[src/rtl/issue_scheduler_pkg.sv]
// Shared processor definitions: instruction field layout, opcodes, type
// encodings and the issue scheduler FSM state encoding.
package issue_scheduler_pkg;

   localparam int IR_OP_HI    = 31;
   localparam int IR_OP_LO    = 26;
   localparam int IR_RD_HI    = 25;
   localparam int IR_RD_LO    = 21;
   localparam int IR_RS_HI    = 20;
   localparam int IR_RS_LO    = 16;
   localparam int IR_RT_HI    = 15;
   localparam int IR_RT_LO    = 11;
   localparam int IR_TYPE_BIT = 31;

   localparam logic [5:0] OP_HALT = 6'b111111;

   localparam logic IR_TYPE_RR = 1'b0;
   localparam logic IR_TYPE_RM = 1'b1;

   typedef enum logic [1:0] {
      ST_RUN    = 2'b00,
      ST_STALL  = 2'b01,
      ST_DRAIN  = 2'b10,
      ST_HALTED = 2'b11
   } sched_state_e;

endpackage

[src/rtl/proc_scoreboard.sv]
// Register scoreboard: one busy bit per architectural register, set on issue,
// cleared on writeback, with a sticky error for writebacks to idle registers.
module proc_scoreboard
   import issue_scheduler_pkg::*;
(
   input  logic        clk_i,
   input  logic        rst_ni,
   input  logic        set_i,
   input  logic [4:0]  set_rd_i,
   input  logic        clr_i,
   input  logic [4:0]  clr_rd_i,
   output logic [31:0] busy_o,
   output logic        err_o
);

   logic [31:0] busy_q, busy_d;
   logic        err_q, err_d;

   // Clear is applied before set so a same-register set/clear leaves the bit set.
   always_comb begin
      busy_d = busy_q;
      err_d  = err_q;
      if (clr_i) begin
         if (busy_q[clr_rd_i]) begin
            busy_d[clr_rd_i] = 1'b0;
         end else begin
            err_d = 1'b1;
         end
      end
      if (set_i) begin
         busy_d[set_rd_i] = 1'b1;
      end
   end

   always_ff @(posedge clk_i or negedge rst_ni) begin
      if (!rst_ni) begin
         busy_q <= '0;
         err_q  <= 1'b0;
      end else begin
         busy_q <= busy_d;
         err_q  <= err_d;
      end
   end

   assign busy_o = busy_q;
   assign err_o  = err_q;

endmodule

[src/rtl/issue_scheduler.sv]
// In-order issue control: scoreboard hazard detection, stall/bubble generation
// and a RUN/STALL/DRAIN/HALTED sequencer for halt instructions.
module issue_scheduler
   import issue_scheduler_pkg::*;
#(
   parameter int WB_LAT = 3,
   parameter int CNT_W  = 16
) (
   input  logic             clk1,
   input  logic             rst_n,
   input  logic             id_valid,
   input  logic [31:0]      id_ir,
   input  logic             wb_valid,
   input  logic [4:0]       wb_rd,
   output logic             issue,
   output logic             stall_if,
   output logic             bubble,
   output logic             halted,
   output logic [31:0]      busy_map,
   output logic [1:0]       state,
   output logic [CNT_W-1:0] stall_cnt,
   output logic             sb_err
);

   localparam int DRN_W = $clog2(WB_LAT + 1);
   localparam logic [DRN_W-1:0] DRAIN_LOAD = DRN_W'(WB_LAT - 1);

   sched_state_e     state_q, state_d;
   logic [DRN_W-1:0] drain_q, drain_d;
   logic [CNT_W-1:0] stall_cnt_q, stall_cnt_d;

   logic [5:0] op;
   logic [4:0] rd, rs, rt;
   logic       is_rr, is_halt, hazard;
   logic       issue_c, stall_c;
   logic       unused_ir;

   assign op        = id_ir[IR_OP_HI:IR_OP_LO];
   assign rd        = id_ir[IR_RD_HI:IR_RD_LO];
   assign rs        = id_ir[IR_RS_HI:IR_RS_LO];
   assign rt        = id_ir[IR_RT_HI:IR_RT_LO];
   assign is_rr     = (id_ir[IR_TYPE_BIT] == IR_TYPE_RR);
   assign is_halt   = (op == OP_HALT);
   assign unused_ir = ^id_ir[IR_RT_LO-1:0];

   // Registered busy_map only: a writeback releases its dependant one cycle later.
   assign hazard = !is_halt &&
                   (busy_map[rs] || (is_rr && busy_map[rt]) || busy_map[rd]);

   always_comb begin
      state_d = state_q;
      drain_d = drain_q;
      issue_c = 1'b0;
      stall_c = 1'b1;
      case (state_q)
         ST_RUN, ST_STALL: begin
            issue_c = id_valid && !hazard && !is_halt;
            stall_c = id_valid && !issue_c;
            if (id_valid && is_halt) begin
               state_d = ST_DRAIN;
               drain_d = DRAIN_LOAD;
            end else if (id_valid && hazard) begin
               state_d = ST_STALL;
            end else begin
               state_d = ST_RUN;
            end
         end
         ST_DRAIN: begin
            if (drain_q == '0) begin
               if (busy_map == '0) begin
                  state_d = ST_HALTED;
               end
            end else begin
               drain_d = drain_q - DRN_W'(1);
            end
         end
         default: begin
            state_d = ST_HALTED;
         end
      endcase
   end

   always_comb begin
      stall_cnt_d = stall_cnt_q;
      if (state_q == ST_STALL && !(&stall_cnt_q)) begin
         stall_cnt_d = stall_cnt_q + CNT_W'(1);
      end
   end

   always_ff @(posedge clk1 or negedge rst_n) begin
      if (!rst_n) begin
         state_q     <= ST_RUN;
         drain_q     <= '0;
         stall_cnt_q <= '0;
      end else begin
         state_q     <= state_d;
         drain_q     <= drain_d;
         stall_cnt_q <= stall_cnt_d;
      end
   end

   proc_scoreboard u_sb (
      .clk_i    (clk1),
      .rst_ni   (rst_n),
      .set_i    (issue),
      .set_rd_i (rd),
      .clr_i    (wb_valid),
      .clr_rd_i (wb_rd),
      .busy_o   (busy_map),
      .err_o    (sb_err)
   );

   // Control outputs are forced quiet while reset is held.
   assign issue     = rst_n && issue_c;
   assign stall_if  = rst_n && stall_c;
   assign bubble    = !issue;
   assign halted    = (state_q == ST_HALTED);
   assign state     = state_q;
   assign stall_cnt = stall_cnt_q;

endmodule

[config.mk]
export PLATFORM = sky130hd
export DESIGN_NAME = issue_scheduler
export DESIGN_NICKNAME = d
export VERILOG_FILES = /design/src/rtl/issue_scheduler_pkg.sv /design/src/rtl/proc_scoreboard.sv /design/src/rtl/issue_scheduler.sv
export SDC_FILE = /design/constraint.sdc
export NUM_CORES = 1
export LEC_CHECK = 0
export ABC_AREA = 1
export CORE_MARGIN = 2
export CORE_UTILIZATION = 45
export DETAILED_ROUTE_END_ITERATION = 6
export PLACE_DENSITY = 0.75
export SLEW_MARGIN = 20
export SYNTH_ARGS = -nofsm -noshare
export SYNTH_HDL_FRONTEND = slang
export SYNTH_SLANG_ARGS = --single-unit
[constraint.sdc]
create_clock -name clk1 -period 2.34 [get_ports clk1]
set_clock_uncertainty 0.05 [all_clocks]
set_input_delay 0.351 -clock clk1 [delete_from_list [all_inputs] [get_ports clk1]]
set_output_delay 0.351 -clock clk1 [all_outputs]
set_load 0.02 [all_outputs]
Yosys cells after proc, flatten, opt, wreduce, memory -nomap -nowiden --
Cells that the tools add are included.
Storage, ports and cells: register bits after elaboration 53, latch bits 0, bits in writable memories 0, ROM bits 0, input bits 41, output and inout bits 55, logic and storage cells 79, memories 0
Operators by class: add/sub/neg operators 2, multiply operators 0, div/mod/pow operators 0, $lt $le $gt $ge 6, eq/ne operators 8, shift operators 0, mux-type cells 25, bitwise logic cells 5, reductions and logical operators 28
Operator list (count):
- two-way mux 32 bit | 3
- AND 32 bit | 1
- zero test 32 bit | 1
- NOT 32 bit | 1
- bitwise OR 32 bit | 1
- less-than comparator 5 x 6 -> 1 bit (second input constant) | 4
- binary-select mux 1 bit (select 5 bit) | 4
- adder 16 x 1 -> 16 bit (second input constant) | 1
- AND reduction 16 bit | 1
- logical AND 1 bit | 12
- demux 1 bit (select 5 bit) | 2
- >= comparator 5 x 1 -> 1 bit (second input constant) | 2
- two-way mux 2 bit | 5
- two-way mux 1 bit | 9
- inequality test 2 bit (second input constant) | 4
- case mux 2 bit (2 select lines) | 2
- == test 6 bit (second input constant) | 1
- zero test 1 bit | 5
- == test 2 bit (second input constant) | 2
- zero test 2 bit | 2
- AND reduction 2 bit | 2
- AND reduction 3 bit | 1
- == test 2 x 1 -> 1 bit (second input constant) | 1
- logical OR 1 bit | 2
- other kinds (4) | 5

Depth between registers and ports, before layout --
Gate-level depths: netlist of run 1.
word-level depth 13, depth in mapped cells 17, gate-level depth less buffers 14

Hierarchy --
Synthesis of run 1 repeated with hierarchy kept, for this count alone.
Unflattened totals: cell total of the unflattened synthesis 622, area total of the unflattened synthesis 4100.2 µm²
Modules (own cells, without submodules):
- issue_scheduler | instances 1, cells an instance 384, area each 2282.2 µm², seq. area each 500.5 µm²
- proc_scoreboard | instances 1, cells an instance 238, area each 1818.0 µm², seq. area each 825.8 µm²

Worst setup path before layout of run 1 --
OpenSTA, ideal clock, no wires.
kind input to output, start input id_ir[21], end output bubble, arrival 2.079 ns, required time 1.939 ns, path slack -0.140 ns, cell stages on the path 14, path buffers 2, cells stage by stage buf_2 -> nand2_1 -> buf_6 -> nor2_1 -> nor2_2 -> nand2_1 -> nand2_1 -> nand2_1 -> inv_1 -> nand2_1 -> nor2_2 -> nand4_1 -> nor3_1 -> inv_1
On the way: cells in the longest elaborated chain, start to end 10
Ends and longest elaborated chain:
- start: declaration | line issue_scheduler.sv:12 | input logic [31:0] id_ir,
- binary-select mux 1 bit (select 5 bit) | line issue_scheduler.sv:48 | (busy_map[rs] || (is_rr && busy_map[rt]) || busy_map[rd]);
- two-way mux 1 bit (not written as such) | line issue_scheduler.sv:48
- logical OR 1 bit | line issue_scheduler.sv:48
- logical AND 1 bit | line issue_scheduler.sv:47 | assign hazard = !is_halt &&
- zero test 1 bit | line issue_scheduler.sv:57 | issue_c = id_valid && !hazard && !is_halt;
- logical AND 1 bit (2 in a row) | line issue_scheduler.sv:57
- two-way mux 1 bit | line issue_scheduler.sv:55 | case (state_q)
- logical AND 1 bit | line issue_scheduler.sv:114 | assign issue = rst_n && issue_c;
- named net issue | line issue_scheduler.sv:15 | output logic issue,
- zero test 1 bit | line issue_scheduler.sv:116 | assign bubble = !issue;
- end: declaration | line issue_scheduler.sv:17 | output logic bubble,
The timed path passes the listed nets, and every way through them passes these cells. The select of a mux whose other input is x is not followed.

Worst setup path after layout of run 1 --
start register u_sb.busy_q[15] (netlist: u_sb.busy_o[15]), end output bubble
On the way: cells in the longest elaborated chain, start to end 12, elaborated cells on any way between the ends 16, classes of those cells mux (7); reduce/logical (9)
Ends and longest elaborated chain:
- start: declaration | line proc_scoreboard.sv:16 | logic [31:0] busy_q, busy_d;
- start signal: assignment | line proc_scoreboard.sv:40 | busy_q <= busy_d;
- binary-select mux 1 bit (select 5 bit) | line issue_scheduler.sv:48
- two-way mux 1 bit (not written as such) | line issue_scheduler.sv:48
- logical AND 1 bit | line issue_scheduler.sv:48
- logical OR 1 bit | line issue_scheduler.sv:48
- logical OR 1 bit * | line issue_scheduler.sv:48
- logical AND 1 bit * | line issue_scheduler.sv:47
- zero test 1 bit * | line issue_scheduler.sv:57
- logical AND 1 bit * (2 in a row) | line issue_scheduler.sv:57
- two-way mux 1 bit * | line issue_scheduler.sv:55
- logical AND 1 bit * | line issue_scheduler.sv:114
- zero test 1 bit * | line issue_scheduler.sv:116
Mark *: on every way between the ends. The rest lies on a longest branch, timed or not. The select of a mux whose other input is x is not followed.

==> impl_metrics.tcl, run 1 <==
set metrics [dict create \
    antenna_left 0 \
    cp-end-kind "primary output" \
    syn2layout_area_growth_pct 48.4 \
    pre_cts_slack_ns -0.783 \
    ys_types 33 \
    synth_common_cells "nand2_1, nand3_1, inv_1, nor2_1, dfrtp_1" \
    synth_compound_area_frac 0.106 \
    yosysMostFrequentCell "nand2_1" \
    yosysSeqAreaShare 0.314 \
    insertion_delay_ns 0.32 \
    cp-start-kind "register" \
    via_per_inst 5.84 \
    required_ns 1.94 \
    n_antenna_cell 0 \
    synth_top_area_share 0.314 \
    p_per_area_nw_per_um2 311 \
    synth-simple-area-share 0.411 \
    avgSynthCellArea_um2 6.72 \
    fin_crit_sh 1.02 \
    grt-ovfl-total 0 \
    cp.arrival_ns 1.99 \
    wl_um 17700 \
    synthArstFlopShare 1.00 \
    final_area_um2 6270 \
    ys_top_cells_by_area "dfrtp_1, nand2_1, nand3_1" \
    outcome "finished, violations left" \
    dr.first_iter.drc_count 488 \
    numClockSinks 53 \
    dr_total_vias 5406 \
    postSynthCellCount 628 \
    cap_violations 0 \
    grt_pass1_vias 5205 \
    drt_first_pass_iters 5 \
    root_buffer "clkbuf_8" \
    cts_max_level 2 \
    synth_area_um2 4220 \
    grt_usage 0.356 \
    synth_top_cell_by_area "dfrtp_1" \
    drv_slew 0 \
    row_count 35 \
    setup_viol 12 \
    synth_ff_type "dfrtp_1" \
    post-route-min-period_ns 2.39 \
    drc 0 \
    critical_path_class "reg2out" \
    crit_fanout 3 \
    cts_buffers 5 \
    initial_utilization 0.461 \
    io-pin-count 96 \
    core_area_um2 9150 \
    hold_violations 0 \
    die_w_um 101 \
    hpwl_um 12300 \
    synthMuxAreaShare 0.00267 \
    maxSlewHeadroom 0.523 \
    antenna_found_initial 0 \
    port-buffer-count 84 \
    synth-edff-count 0 \
    hold_path_class "in2async" \
    die_area_um2 10200 \
    die-height_um 101 \
    hold_buffers 0 \
    synth_nets 671 \
    clk_pin_slew_ns 0.12 \
    post_route_cells_drive_above_1_share 0.260 \
    synth_xor_area_frac 0.0311 \
    synth-seq-cells 53 \
    tns_ns -0.214 \
    rsz0062_at_grt "true" \
    cts_max_path_buffers 2 \
    violations "negative setup slack" \
    fmax_mhz 418 \
    cts_tree "built" \
    power.total_mw 1.95 \
    synth_fa_ha_area_frac 0.00593 \
    place_area_um2 5700 \
    ys_warn_count 0 \
    finalNetCount 856 \
    power.leakage_nw 2.89 \
    synth_top_family_by_area "simple AND/OR/NAND/NOR gates" \
    gp_congestion 1.01 \
    wire_per_inst_um 19.2 \
    setup_ws_ns -0.0541 \
    ir_worst_vdd_v 0.000286 \
    grt_start_max_net_pins 54 \
    grt_pass1_wl_um 28000 \
    worst-slew-pin-transition_ns 0.716 \
]
-- metal layers --
metal	vias up	GRT usage	share of wire
met5	-	0	0
met4	0	0.117	0.031
met3	48	0.0798	0.10
met2	309	0.566	0.46
met1	2557	0.480	0.41
li1	2492	-	-
-- critical path, stage by stage, from the launching register on --
cell and delay (ns):
dfrtp_1 0.45, buf_6 0.15, nand2_1 0.08, nand3_2 0.09
nand3_2 0.06, nand2_1 0.05, nand2_1 0.05, nand3b_1 0.10
nand3_2 0.12, nand4_1 0.14, nor3_2 0.17, inv_1 0.07
buf_6 0.13
-- registers in the layout, summed over array words and instances (netlist names) --
| register | cells |
|---|---|
| state | 2 |
| stall_cnt | 16 |
| u_sb.busy_o | 32 |
| u_sb.err_o | 1 |
| drain_q | 2 |
-- where the power goes --
| part | internal, mW | total [mW] | switching, mW |
|---|---|---|---|
| Clock | 0.214 | 0.563 | 0.349 |
| Combinational | 0.183 | 0.467 | 0.284 |
| Sequential | 0.917 | 0.920 | 0.00323 |
| Total | 1.31 | 1.95 | 0.636 |
-- placed cells by master, fill, tap and decap left out, types with 7 or more instances in the layout --
cell type	n
buf_4	96
buf_6	23
clkdlybuf4s50_1	70
dfrtp_1	33
dfrtp_2	20
inv_1	63
inv_2	7
nand2_1	159
nand2_2	8
nand3_1	71
nand3_2	7
nand4_1	48
nor2_1	61
nor2_2	7
nor3_1	9
o21ai_0	7
o22ai_1	11
o31ai_1	32
xnor2_1	7
xor2_1	8
-- what timing repair did --
action,4_1_cts,5_1_grt
setup endpoints to repair,3,36
pin swaps,12,22
buffers inserted,22,5
cloned,5,0
gates resized for setup,84,44
-- logic make-up after synthesis --
logic type	count (synthesis)
compound gates	65
xor+xnor	15
fa+ha+maj	2
buf+inv	105
flops	53
mux	1
simple gates	387
-- per-stage QoR --
step / util / hold WS [ns] / std cells
after detailed placement: 0.623 / 0.420 / 889
after global routing: 0.685 / 0.230 / 925
after global placement: 0.623 / 0.414 / 889
after CTS: 0.670 / 0.202 / 921
after floorplan: - / 0.00541 / 628
final: 0.685 / 0.185 / 925
-- worst paths after layout --
| check | cells after the start | slack, ns | to | start |
|---|---|---|---|---|
| min in group clk1 | 1 | 0.44 | u_sb.err_o | u_sb.err_o |
| min | 2 | 0.18 | u_sb.busy_o[24] | rst_n |
| max reg2reg | 21 | -0.03 | u_sb.busy_o[11] | u_sb.busy_o[25] |
| max | 12 | -0.05 | bubble | u_sb.busy_o[15] |
| max in group asynchronous | 2 | 1.52 | u_sb.busy_o[2] | rst_n |
| min reg2reg | 1 | 0.44 | u_sb.err_o | u_sb.err_o |
-- cell type report --
class                   instances  area (um^2)
inverters                      74          290
flip-flops and latches         53         1350
clock inverters                 3         21.3
repair inverters                2         15.0
clock buffers                   5         68.8
well taps                     111          139
fillers                       780         2890
multi-input cells             471         2500
repair buffers                206         1880
(Power assumes the default switching activity.)
==> run 2: changes to the inputs <==
Settings changed: CELL_PAD_IN_SITES_DETAIL_PLACEMENT set to 0, CELL_PAD_IN_SITES_GLOBAL_PLACEMENT set to 1, CORE_UTILIZATION 45 to 36, PLACE_DENSITY 0.75 to 0.84.
==> impl_metrics.tcl, run 2 (synthesis gave the netlist of run 1 again) <==
set metrics [dict create \
    port-buffer-count 84 \
    grt_start_max_net_pins 54 \
    critical_path_class "reg2out" \
    cp_num_cells 12 \
    die_area_um2 12600 \
    r2r_start "u_sb.busy_o[3]" \
    initial_utilization 0.370 \
    setup_viol 0 \
    post_route_cells_drive_above_1_share 0.262 \
    crit_fanout 6 \
    hold_violations 0 \
    outcome "completed" \
    rsz0062_at_grt "true" \
    p_per_area_nw_per_um2 353 \
    grt_pass1_wl_um 25900 \
    via_per_inst 5.52 \
    clk_pin_slew_ns 0.07 \
    drt_first_pass_iters 5 \
    power.leakage_nw 2.84 \
    die_w_um 112 \
    die-height_um 112 \
    r2r_cells 14 \
    cp.arrival_ns 1.93 \
    critPathSlowestCell "dfrtp_2" \
    gp_congestion 0.981 \
    worst-slew-pin-transition_ns 0.713 \
    grt-ovfl-total 0 \
    drv_slew 0 \
    cts_tree "built" \
    crit_chain "buf_4 > nand2_1 > nand3_1 > nand3_1 > nand2_1 > nand2_1 > nand3_1 > nand3_2 > nand4_1 > nor3_2 > inv_1 > buf_6" \
    wire_per_inst_um 17.1 \
    core_area_um2 11400 \
    antenna_left 0 \
    grt_usage 0.257 \
    wl_um 16300 \
    root_buffer "clkbuf_16" \
    cp-start-kind "register" \
    fin_crit_sh 0.997 \
    row_count 39 \
    cts_max_level 2 \
    cp.buffers_inverters 3 \
    startpoint "u_sb.busy_o[30]" \
    post-route-min-period_ns 2.33 \
    cp_top_family "simple AND/OR/NAND/NOR gates" \
    r2r-end "u_sb.err_o" \
    worst_hold_slack_ns 0.199 \
    hpwl_um 12000 \
    fmax_mhz 429 \
    syn2layout_area_growth_pct 47.0 \
    worst-r2r-setup-slack_ns 0.06 \
    final_cell_mix "nand2_1, buf_4, nand3_1" \
    finalNetCount 851 \
    n_antenna_cell 0 \
    io-pin-count 96 \
    grt_pass1_vias 5043 \
    cts_buffers 5 \
    dr_total_vias 5253 \
    tns_ns 0 \
    numClockSinks 53 \
    crit_end "bubble" \
    cap_violations 0 \
    ir_worst_vdd_v 0.000278 \
    max_stage_delay_ns 0.48 \
    hold_path_class "in2async" \
    insertion_delay_ns 0.30 \
    largest_register_ffs 32 \
    final_common_cell "nand2_1" \
    cp-end-kind "primary output" \
    drc 0 \
    dr.first_iter.drc_count 597 \
    maxSlewHeadroom 0.525 \
    required_ns 1.94 \
    antenna_found_initial 0 \
    cts_max_path_buffers 2 \
]
run 2: changes by cell type in the layout (fill, tap and decap cells not counted), moves of 4 or more:
cell / change
nand2_1: +4
inv_2: +8
inv_1: -6
buf_6: -18
clkbuf_8: -5
clkbuf_16: +4
buf_4: +19
run 2: per-layer routing:
metal  up-vias  track usage  part of all wire
met4         0        0.112             0.039
met1      2421        0.367              0.42
met3        50       0.0319             0.098
met5         -            0                 0
li1       2485            -                 -
met2       297        0.391              0.44
run 2: metrics by stage:
stage	instances	power [mW]	setup WS, ns	area [um^2]	util
after global routing	952	2.27	-0.131	6210	0.544
after global placement	920	1.30	-0.878	5700	0.499
after detailed placement	920	1.31	-0.890	5700	0.499
final	952	2.19	0.00643	6210	0.544
after floorplan	628	1.14	0.0913	4230	-
after CTS	948	2.19	-0.00242	6130	0.537
run 2: cell type report:
type                            instances  area (um^2)
Fill cell                            1103         5210
Multi-Input combinational cell        471         2480
Timing Repair Buffer                  202         1730
Sequential cell                        53         1360
Inverter                               74          284
Tap cell                              143          179
Clock buffer                            5          125
Clock inverter                          3         43.8
Timing Repair inverter                  1         7.51
run 2: report_power, final:
group          leakage (nW)  switching [mW]  total, mW  internal, mW
registers             0.681         0.00346      0.920         0.917
clock network        0.0842           0.360      0.868         0.508
logic                  2.07           0.257      0.404         0.147
total                  2.84           0.621       2.19          1.57
run 2: repair_timing:
item                       CTS  global route
pin swaps                    9            14
gates cloned                 1             1
buffers inserted            19             4
setup endpoints to repair   35            37
resized for setup           83            24
hold buffers                 0             0
run 2: worst min-delay path by stage:
stage / from / end / slack [ns] / cells past startpoint
2_1_floorplan: rst_n / drain_q[0] / 0.005 / 0
3_3_place_gp: u_sb.err_o / u_sb.err_o / 0.41 / 1
3_5_place_dp: u_sb.err_o / u_sb.err_o / 0.43 / 1
4_1_cts: rst_n / u_sb.busy_o[26] / 0.23 / 2
5_1_grt: rst_n / u_sb.busy_o[14] / 0.25 / 2
6_report: rst_n / u_sb.busy_o[18] / 0.20 / 2
run 2: worst register-to-register path: stages, from the launching register on:
cell and delay [ns]:
dfrtp_2 0.42, inv_2 0.05, buf_4 0.12, buf_4 0.12, buf_4 0.12, buf_4 0.12
buf_4 0.12, buf_4 0.12, buf_4 0.12, buf_4 0.12, o221ai_2 0.17, nand3_1 0.13
nand2_1 0.10, nor2_1 0.05, a31o_2 0.23
